<file path="src/rtl/ps2_key_event_ctrl.sv">
// PS/2 scancode sequencer: tracks E0/F0 prefixes, maps six game keys to press/release
// events in a FIFO with valid/ready handshake. Optional macro: PS2_TYPEMATIC_EN.
module ps2_key_event_ctrl #(
  parameter int FIFO_DEPTH = 4
) (
  input  logic       CLK_50,
  input  logic       RESET_N,
  input  logic [7:0] rx_byte,
  input  logic       rx_valid,
  input  logic       rx_err,
  input  logic       evt_ready,
  input  logic       ovf_clr,
  output logic       evt_valid,
  output logic [2:0] evt_code,
  output logic       evt_release,
  output logic [5:0] key_held,
  output logic       overflow
);

  localparam int AW = $clog2(FIFO_DEPTH);
  localparam logic [AW:0] DEPTH_C = (AW+1)'(FIFO_DEPTH);

`ifdef PS2_TYPEMATIC_EN
  localparam bit TYPEMATIC = 1'b1;
`else
  localparam bit TYPEMATIC = 1'b0;
`endif

  typedef enum logic [1:0] {IDLE, EXT, BRK, EXT_BRK} state_t;

  state_t      state_q, state_d;
  logic        lookup;
  logic        is_ext, is_brk;
  logic        key_hit;
  logic [2:0]  key_code;
  logic        evt_gen;
  logic [5:0]  held_d;

  logic [3:0]  mem [FIFO_DEPTH];
  logic [AW-1:0] wr_ptr, rd_ptr;
  logic [AW:0] count_q;
  logic        full, pop, push_ok, drop;

  always_ff @(posedge CLK_50 or negedge RESET_N) begin
    if (!RESET_N) state_q <= IDLE;
    else          state_q <= state_d;
  end

  // A non-prefix byte is looked up with the prefixes seen so far, then the FSM returns to IDLE.
  always_comb begin
    state_d = state_q;
    lookup  = 1'b0;
    is_ext  = (state_q == EXT) || (state_q == EXT_BRK);
    is_brk  = (state_q == BRK) || (state_q == EXT_BRK);
    if (rx_err) begin
      state_d = IDLE;
    end else if (rx_valid) begin
      unique case (state_q)
        IDLE: begin
          if (rx_byte == 8'hE0)      state_d = EXT;
          else if (rx_byte == 8'hF0) state_d = BRK;
          else begin lookup = 1'b1; state_d = IDLE; end
        end
        EXT: begin
          if (rx_byte == 8'hF0)      state_d = EXT_BRK;
          else if (rx_byte == 8'hE0) state_d = EXT;
          else begin lookup = 1'b1; state_d = IDLE; end
        end
        BRK: begin
          if (rx_byte == 8'hF0) state_d = BRK;
          else begin lookup = 1'b1; state_d = IDLE; end
        end
        EXT_BRK: begin
          if (rx_byte == 8'hF0) state_d = EXT_BRK;
          else begin lookup = 1'b1; state_d = IDLE; end
        end
        default: state_d = IDLE;
      endcase
    end
  end

  // Arrow codes only count with E0; without it they are keypad keys.
  always_comb begin
    key_hit  = 1'b0;
    key_code = 3'd0;
    unique case (rx_byte)
      8'h75:   begin key_hit = is_ext; key_code = 3'd0; end
      8'h72:   begin key_hit = is_ext; key_code = 3'd1; end
      8'h6B:   begin key_hit = is_ext; key_code = 3'd2; end
      8'h74:   begin key_hit = is_ext; key_code = 3'd3; end
      8'h29:   begin key_hit = 1'b1;   key_code = 3'd4; end
      8'h5A:   begin key_hit = 1'b1;   key_code = 3'd5; end
      default: begin key_hit = 1'b0;   key_code = 3'd0; end
    endcase
  end

  always_comb begin
    held_d  = key_held;
    evt_gen = 1'b0;
    if (lookup && key_hit) begin
      if (is_brk) evt_gen = key_held[key_code];
      else        evt_gen = !key_held[key_code] || TYPEMATIC;
      held_d[key_code] = !is_brk;
    end
  end

  assign full    = (count_q == DEPTH_C);
  assign pop     = evt_valid && evt_ready;
  assign push_ok = evt_gen && (!full || pop);
  assign drop    = evt_gen && full && !pop;

  assign evt_valid = (count_q != '0);
  assign {evt_release, evt_code} = mem[rd_ptr];

  // A pop in the same cycle frees a slot, so a full FIFO can still accept the push.
  always_ff @(posedge CLK_50 or negedge RESET_N) begin
    if (!RESET_N) begin
      for (int i = 0; i < FIFO_DEPTH; i++) mem[i] <= 4'd0;
      wr_ptr   <= '0;
      rd_ptr   <= '0;
      count_q  <= '0;
      key_held <= 6'd0;
      overflow <= 1'b0;
    end else begin
      key_held <= held_d;
      if (push_ok) begin
        mem[wr_ptr] <= {is_brk, key_code};
        wr_ptr      <= wr_ptr + 1'b1;
      end
      if (pop) rd_ptr <= rd_ptr + 1'b1;
      case ({push_ok, pop})
        2'b10:   count_q <= count_q + 1'b1;
        2'b01:   count_q <= count_q - 1'b1;
        default: count_q <= count_q;
      endcase
      if (drop)         overflow <= 1'b1;
      else if (ovf_clr) overflow <= 1'b0;
    end
  end

endmodule

</file>
<file path="config.mk">
export PLATFORM = sky130hd
export DESIGN_NAME = ps2_key_event_ctrl
export DESIGN_NICKNAME = d
export VERILOG_FILES = /design/src/rtl/ps2_key_event_ctrl.sv
export SDC_FILE = /design/constraint.sdc
export NUM_CORES = 1
export LEC_CHECK = 0
export CAP_MARGIN = 20
export CORE_ASPECT_RATIO = 0.75
export CORE_UTILIZATION = 24
export CTS_BUF_LIST = sky130_fd_sc_hd__clkbuf_8 sky130_fd_sc_hd__clkbuf_16
export CTS_CLUSTER_DIAMETER = 200
export DETAILED_ROUTE_END_ITERATION = 7
export PLACE_DENSITY_LB_ADDON = 0.1
export SETUP_SLACK_MARGIN = 0.3
export SLEW_MARGIN = 20
export SYNTH_ARGS = -nofsm -noshare
export SYNTH_HDL_FRONTEND = slang
export SYNTH_SLANG_ARGS = --single-unit
</file>
<file path="constraint.sdc">
create_clock -name CLK_50 -period 7.4 [get_ports CLK_50]
set_clock_uncertainty 0.05 [all_clocks]
set_input_delay 1.11 -clock CLK_50 [delete_from_list [all_inputs] [get_ports CLK_50]]
set_output_delay 1.11 -clock CLK_50 [all_outputs]
set_load 0.05 [all_outputs]
</file>
==> metrics, run 1 <==
syn_area_per_cell 10.7 um2; Final setup viols 0; Syn-to-layout area delta 23.1%; gpl congestion 0.718; CTS tree built; DRC Markers 0; sequential area share after synthesis 39.9%; initial antenna violation count 0; grt met2 use 15.7%; Post-DRT Antenna Nets 0; critical path launch point type input pin; Die Width 108 um; status completed; CP Class input pin to flop; Clk Latency, worst-skew pair 280 ps; drt first-iter violations 64; design area 2470 um2; First-pass DRT Iterations 5; Detailed Route WL 4.69 mm; Rows 28; Reg clk slew, reported paths 70 ps; P_leak 0.000958 uW; largest area contributor in the netlist dfrtp_1; min Tclk post-route 4570 ps; layout cells sized above 1 16.7%; R2R Setup Slk 4200 ps; required time worst endpoint 7560 ps; Fmax 0.219 GHz; WHS Path Cells 1; r2r worst-path depth 12; hold violation count in the final report 0; Cell Pwr Density 192 nW/um2; Synth Cell Area 2010 um2; clock sink count 32; Wirelength per Cell 14.7 um; largest net degree at the start of global routing 33; global route overflow 0; post-synth top area share 39.9%; GRT busiest layer met1; first-pass GRT wire length 7.68 mm; crit share post-route 61.7%; endpoint class of the critical path flop; fin nets 234; RSZ-0062 raised after global routing false; Least-Margin Pin Slew 965 ps; met3 usage 2.73%; Peak VDD IR 0.138 mV; # IOs 26; # diodes 0; Pins Over Slew Limit 0; htree depth 2; post-CTS sizing 0; number of synthesized flops with an enable pin 0; clk buf depth 2; Die Ht 81.2 um; register bit total from synthesis 32; PortBufs 25; routed vias/inst 4.65; placed cell areas 2360 um2; postcts setup bufs 0; max cap viols 0; CTS buffer count 5; synth warn 0; die area 8750 um2; synth top area cells dfrtp_1, mux2_2, mux4_2, nand2_1, o21ai_0; vias 1488; Root Buffer clkbuf_8; setup tns final 0 ps; Initial Util 25.2%; ys async rst share 100%; vias in the first global route 1381; Synth cell types 55; syn_nets 207; GRT Overall Usage 11.7%; commonest cells in the netlist dfrtp_1, nand2_1, o21ai_0, inv_1, nand3_1; hold_buf cts 0; dominant synthesized flop cell dfrtp_1; post-DP HPWL 3.47 mm; Data arrival, critical path 4720 ps; Syn Inst Count 187; hold crit path type flop to flop; GRT met1 Usage 18.4%; CP max FO 14; most common cell in the netlist dfrtp_1; Rel. slew slack 35.2%; core region area 7990 um2
[sequential cells by signal (all words and copies together) (netlist names)]
name,count
count_q,3
state_q,2
overflow,1
wr_ptr,2
key_held,6
mem,16
rd_ptr,2
[cells by family (layout without fill, tap and decap cells)]
kind of cell | Yosys count | after routing | synth area share [%]
AOI/OAI and AO/OA | 38 | 38 | 13.8
xor gates and xnor gates | 8 | 8 | 3.49
adders and majority gates | 6 | 6 | 4.11
and+or+nand+nor | 61 | 61 | 18.4
buffers and inverters | 18 | 46 | 4.23
muxes | 24 | 24 | 16.1
DFF | 32 | 32 | 39.9
[layout make-up]
cell class	instances	area, um2
clock buffers	5	68.8
clock inverters	3	42.5
fillers	829	5510
inverters	11	41.3
multi-input cells	137	1120
flip-flops and latches	32	801
well taps	105	131
repair buffers	27	265
[cells in the final DEF (no fill, tap or decap), types with 4 or more instances in the layout]
cell type        netlist  final
a21oi_1                5      5
a31oi_1                5      5
clkbuf_8               0      5
clkdlybuf4s50_1        0     25
dfrtp_1               32     32
ha_1                   5      5
inv_1                 11     11
mux2_2                10     10
mux2i_1                5      5
mux4_2                 4      4
nand2_1               20     20
nand3_1               11     11
o21ai_0               13     13
xnor2_1                4      4
xor2_1                 4      4
[path summary, 6_finish.rpt]
path | end | from
worst max-delay path | count_q[2]$_DFFE_PN0P_ | rx_byte[3]
worst min-delay path | mem[4]$_DFFE_PN0P_ | mem[4]$_DFFE_PN0P_
worst max register to register | count_q[2]$_DFFE_PN0P_ | key_held[1]$_DFFE_PN0P_
worst min register to register | mem[4]$_DFFE_PN0P_ | mem[4]$_DFFE_PN0P_
max in group asynchronous | count_q[0]$_DFFE_PN0P_ | RESET_N
min in group asynchronous | key_held[3]$_DFFE_PN0P_ | RESET_N
[through the flow]
stage / cells / utilization (%) / total power (uW) / setup slack, ps / hold WS, ps
after global routing: 320 / 31.0 / 498 / 2520 / 466
after detailed placement: 312 / 29.6 / 308 / 2510 / 425
after floorplan: 187 / - / 276 / 3480 / 397
after global placement: 312 / 29.6 / 312 / 2540 / 420
after CTS: 320 / 31.0 / 480 / 2820 / 443
final: 320 / 31.0 / 474 / 2830 / 438
[layer usage]
metal	vias to the layer above	wire [um]	share of wire, %
li1	746	-	-
met1	717	2670	57
met2	23	1830	39
met3	2	174	3.7
met4	0	21	0.45
met5	-	0	0
[report_power, final]
group | internal (uW) | switching (uW) | total (uW)
Clock | 99.6 | 69.0 | 169
Sequential | 190 | 24.5 | 214
Combinational | 45.8 | 45.0 | 90.7
Total | 335 | 138 | 474
[worst max-delay path: stages]
cell	delay [ps]
clkdlybuf4s50_1	560
nor3b_2	290
or3b_1	420
o311ai_1	130
o211ai_2	170
a211oi_4	710
xnor2_1	180
nand2_1	110
ha_1	180
inv_1	60
fa_1	370
xor2_1	150
nor2_1	120
xor2_1	150
(Power assumes the default switching activity.)
==> inputs of run 2 (changes only) <==
==> constraint.sdc (replaced) <==
create_clock -name CLK_50 -period 4.4 [get_ports CLK_50]
set_clock_uncertainty 0.05 [all_clocks]
set_input_delay 0.66 -clock CLK_50 [delete_from_list [all_inputs] [get_ports CLK_50]]
set_output_delay 0.66 -clock CLK_50 [all_outputs]
set_load 0.05 [all_outputs]
==> run 2 against run 1 <==
Against the previous run: non-clock buffer count is 4 higher; sequential power is 69% higher; total power is 60% higher; final area is 0.51% higher; worst hold slack better by 4.8 ps; core utilization is 0.16 points higher; setup slack worse by 2200 ps; via count is 3.2% higher; sequential share of layout area is 0.16 points lower; highest routed layer unchanged.
==> metrics, run 2 (synthesized netlist as in run 1, its figures left out) <==
status completed; required time worst endpoint 4560 ps; Cell Pwr Density 305 nW/um2; max cap viols 0; Data arrival, critical path 3920 ps; global route overflow 0; hold violation count in the final report 0; Reg clk slew, reported paths 70 ps; CP top delay family simple AND/OR/NAND/NOR gates; setup ws final 644 ps; placed cell areas 2390 um2; sw power 236 uW; Least-Margin Pin Slew 797 ps; Fill cells 818; postcts setup bufs 0; clock sink count 32; sw frac 31.1%; CTS tree built; first-pass GRT wire length 8.07 mm; fin nets 238; RSZ-0062 raised after global routing false; initial antenna violation count 0; gpl congestion 0.820; most frequent cells in the layout dfrtp_1, clkdlybuf4s50_1, nand2_1; CP max stage cell or4_4; Syn-to-layout area delta 23.7%; endpoint class of the critical path flop; design area 2490 um2; PortBufs 25; peak per-stage delay on the critical path 510 ps; Pins Over Slew Limit 0; min Tclk post-route 3760 ps; crit share post-route 85.4%; Top reg by flops mem; Clk Latency, worst-skew pair 290 ps; sequential share of power 47.6%; drt first-iter violations 92; clk buf depth 2; First-pass DRT Iterations 4; Die Width 108 um; vias in the first global route 1462; Peak VDD IR 0.172 mV; DRC Markers 0; ordered list of cells on the worst path clkdlybuf4s50_1 > or3b_1 > or4_4 > a21boi_4 > a21o_4 > a211oi_4 > xnor2_1 > nand2_1 > ha_1 > inv_1 > fa_1 > xor2_1 > nor2_1 > xor2_1; Comb pwr share 20.7%; Die Ht 81.2 um; Final setup viols 0; vias 1536; WP buf/inv 2; Clk network pwr share 31.7%; most common cell after layout, fill and taps aside dfrtp_1; Fmax 0.266 GHz; largest registers mem x16, key_held x6, count_q x3; Layout Cells excl Fill 324; post-CTS sizing 0; Post-DRT Antenna Nets 0; internal power 523 uW; Wirelength per Cell 15.1 um; Rows 28; P_leak 0.000973 uW; # diodes 0; setup tns final 0 ps; hold_buf cts 0; R2R Setup Slk 1600 ps; Rel. slew slack 46.1%; htree depth 2; post-DP HPWL 3.60 mm; most frequent CP cell xor2_1; die area 8750 um2; Root Buffer clkbuf_8; max FFs per register 16; largest net degree at the start of global routing 33; hold crit path type flop to flop; Detailed Route WL 4.90 mm; Post-Place Worst Slack 360 ps; CP Class input pin to flop; layout cells sized above 1 17.8%; # IOs 26; CP max FO 7; CTS buffer count 5; core region area 7990 um2; critical path launch point type input pin; Initial Util 25.2%; Placed Cells 316; GRT Overall Usage 12.3%; routed vias/inst 4.74
-- run 2: cell count changes in the layout (fill, tap and decap cells not counted), sizes merged --
cell | before | now
clkinv | 1 | 0
clkbuf | 5 | 6
buf | 2 | 6
inv | 11 | 12
bufinv | 1 | 0
-- run 2: path summary, 6_finish.rpt --
path,cells after the start,to,startpoint
min in group asynchronous,2,key_held[0]$_DFFE_PN0P_,RESET_N
setup / recovery,14,count_q[2]$_DFFE_PN0P_,rx_byte[3]
hold reg to reg,1,mem[8]$_DFFE_PN0P_,mem[8]$_DFFE_PN0P_
hold / removal,1,mem[8]$_DFFE_PN0P_,mem[8]$_DFFE_PN0P_
max in group asynchronous,2,rd_ptr[0]$_DFFE_PN0P_,RESET_N
setup reg to reg,7,mem[0]$_DFFE_PN0P_,state_q[1]$_DFFE_PN0P_
-- run 2: stage by stage --
step                power (uW)  hold WS [ps]  utilization [%]
finish                     759           443             31.1
global route               802           457             31.1
CTS                        770           441             31.1
detailed placement         524           422             29.9
global placement           525           432             29.9
floorplan                  464           314                -
-- run 2: cell type report --
type	instances	area (um2)	share of cell area [%]
multi-input combinational	137	1120	45.2
sequential	32	801	32.2
timing repair buffer	31	295	11.9
tap	105	131	5.28
clock buffer	6	82.6	3.32
inverter	11	41.3	1.66
clock inverter	2	11.3	0.453
-- run 2: power by group through the flow --
stage / Combinational [uW] / Clock, uW / Sequential, uW
final: 157 / 241 / 362
after global routing: 173 / 262 / 367
after CTS: 158 / 249 / 362
after detailed placement: 156 / 0 / 368
after global placement: 158 / 0 / 368
after floorplan: 121 / 0 / 342
-- run 2: worst register-to-register path, stage by stage (launching register included) --
cell	delay (ps)
dfrtp_1	680
nand2_1	110
a211o_1	350
nor4_4	300
buf_4	260
nand3_1	100
mux2i_1	460
mux2_2	390
-- run 2: routing by layer --
metal	part of all wire, %	wire [um]	track usage (%)	vias up
met5	0	0	0	-
met4	0.88	43	4.11	0
met3	4.6	227	2.97	5
met2	38	1860	15.4	37
met1	57	2770	19.6	744
li1	-	-	-	750
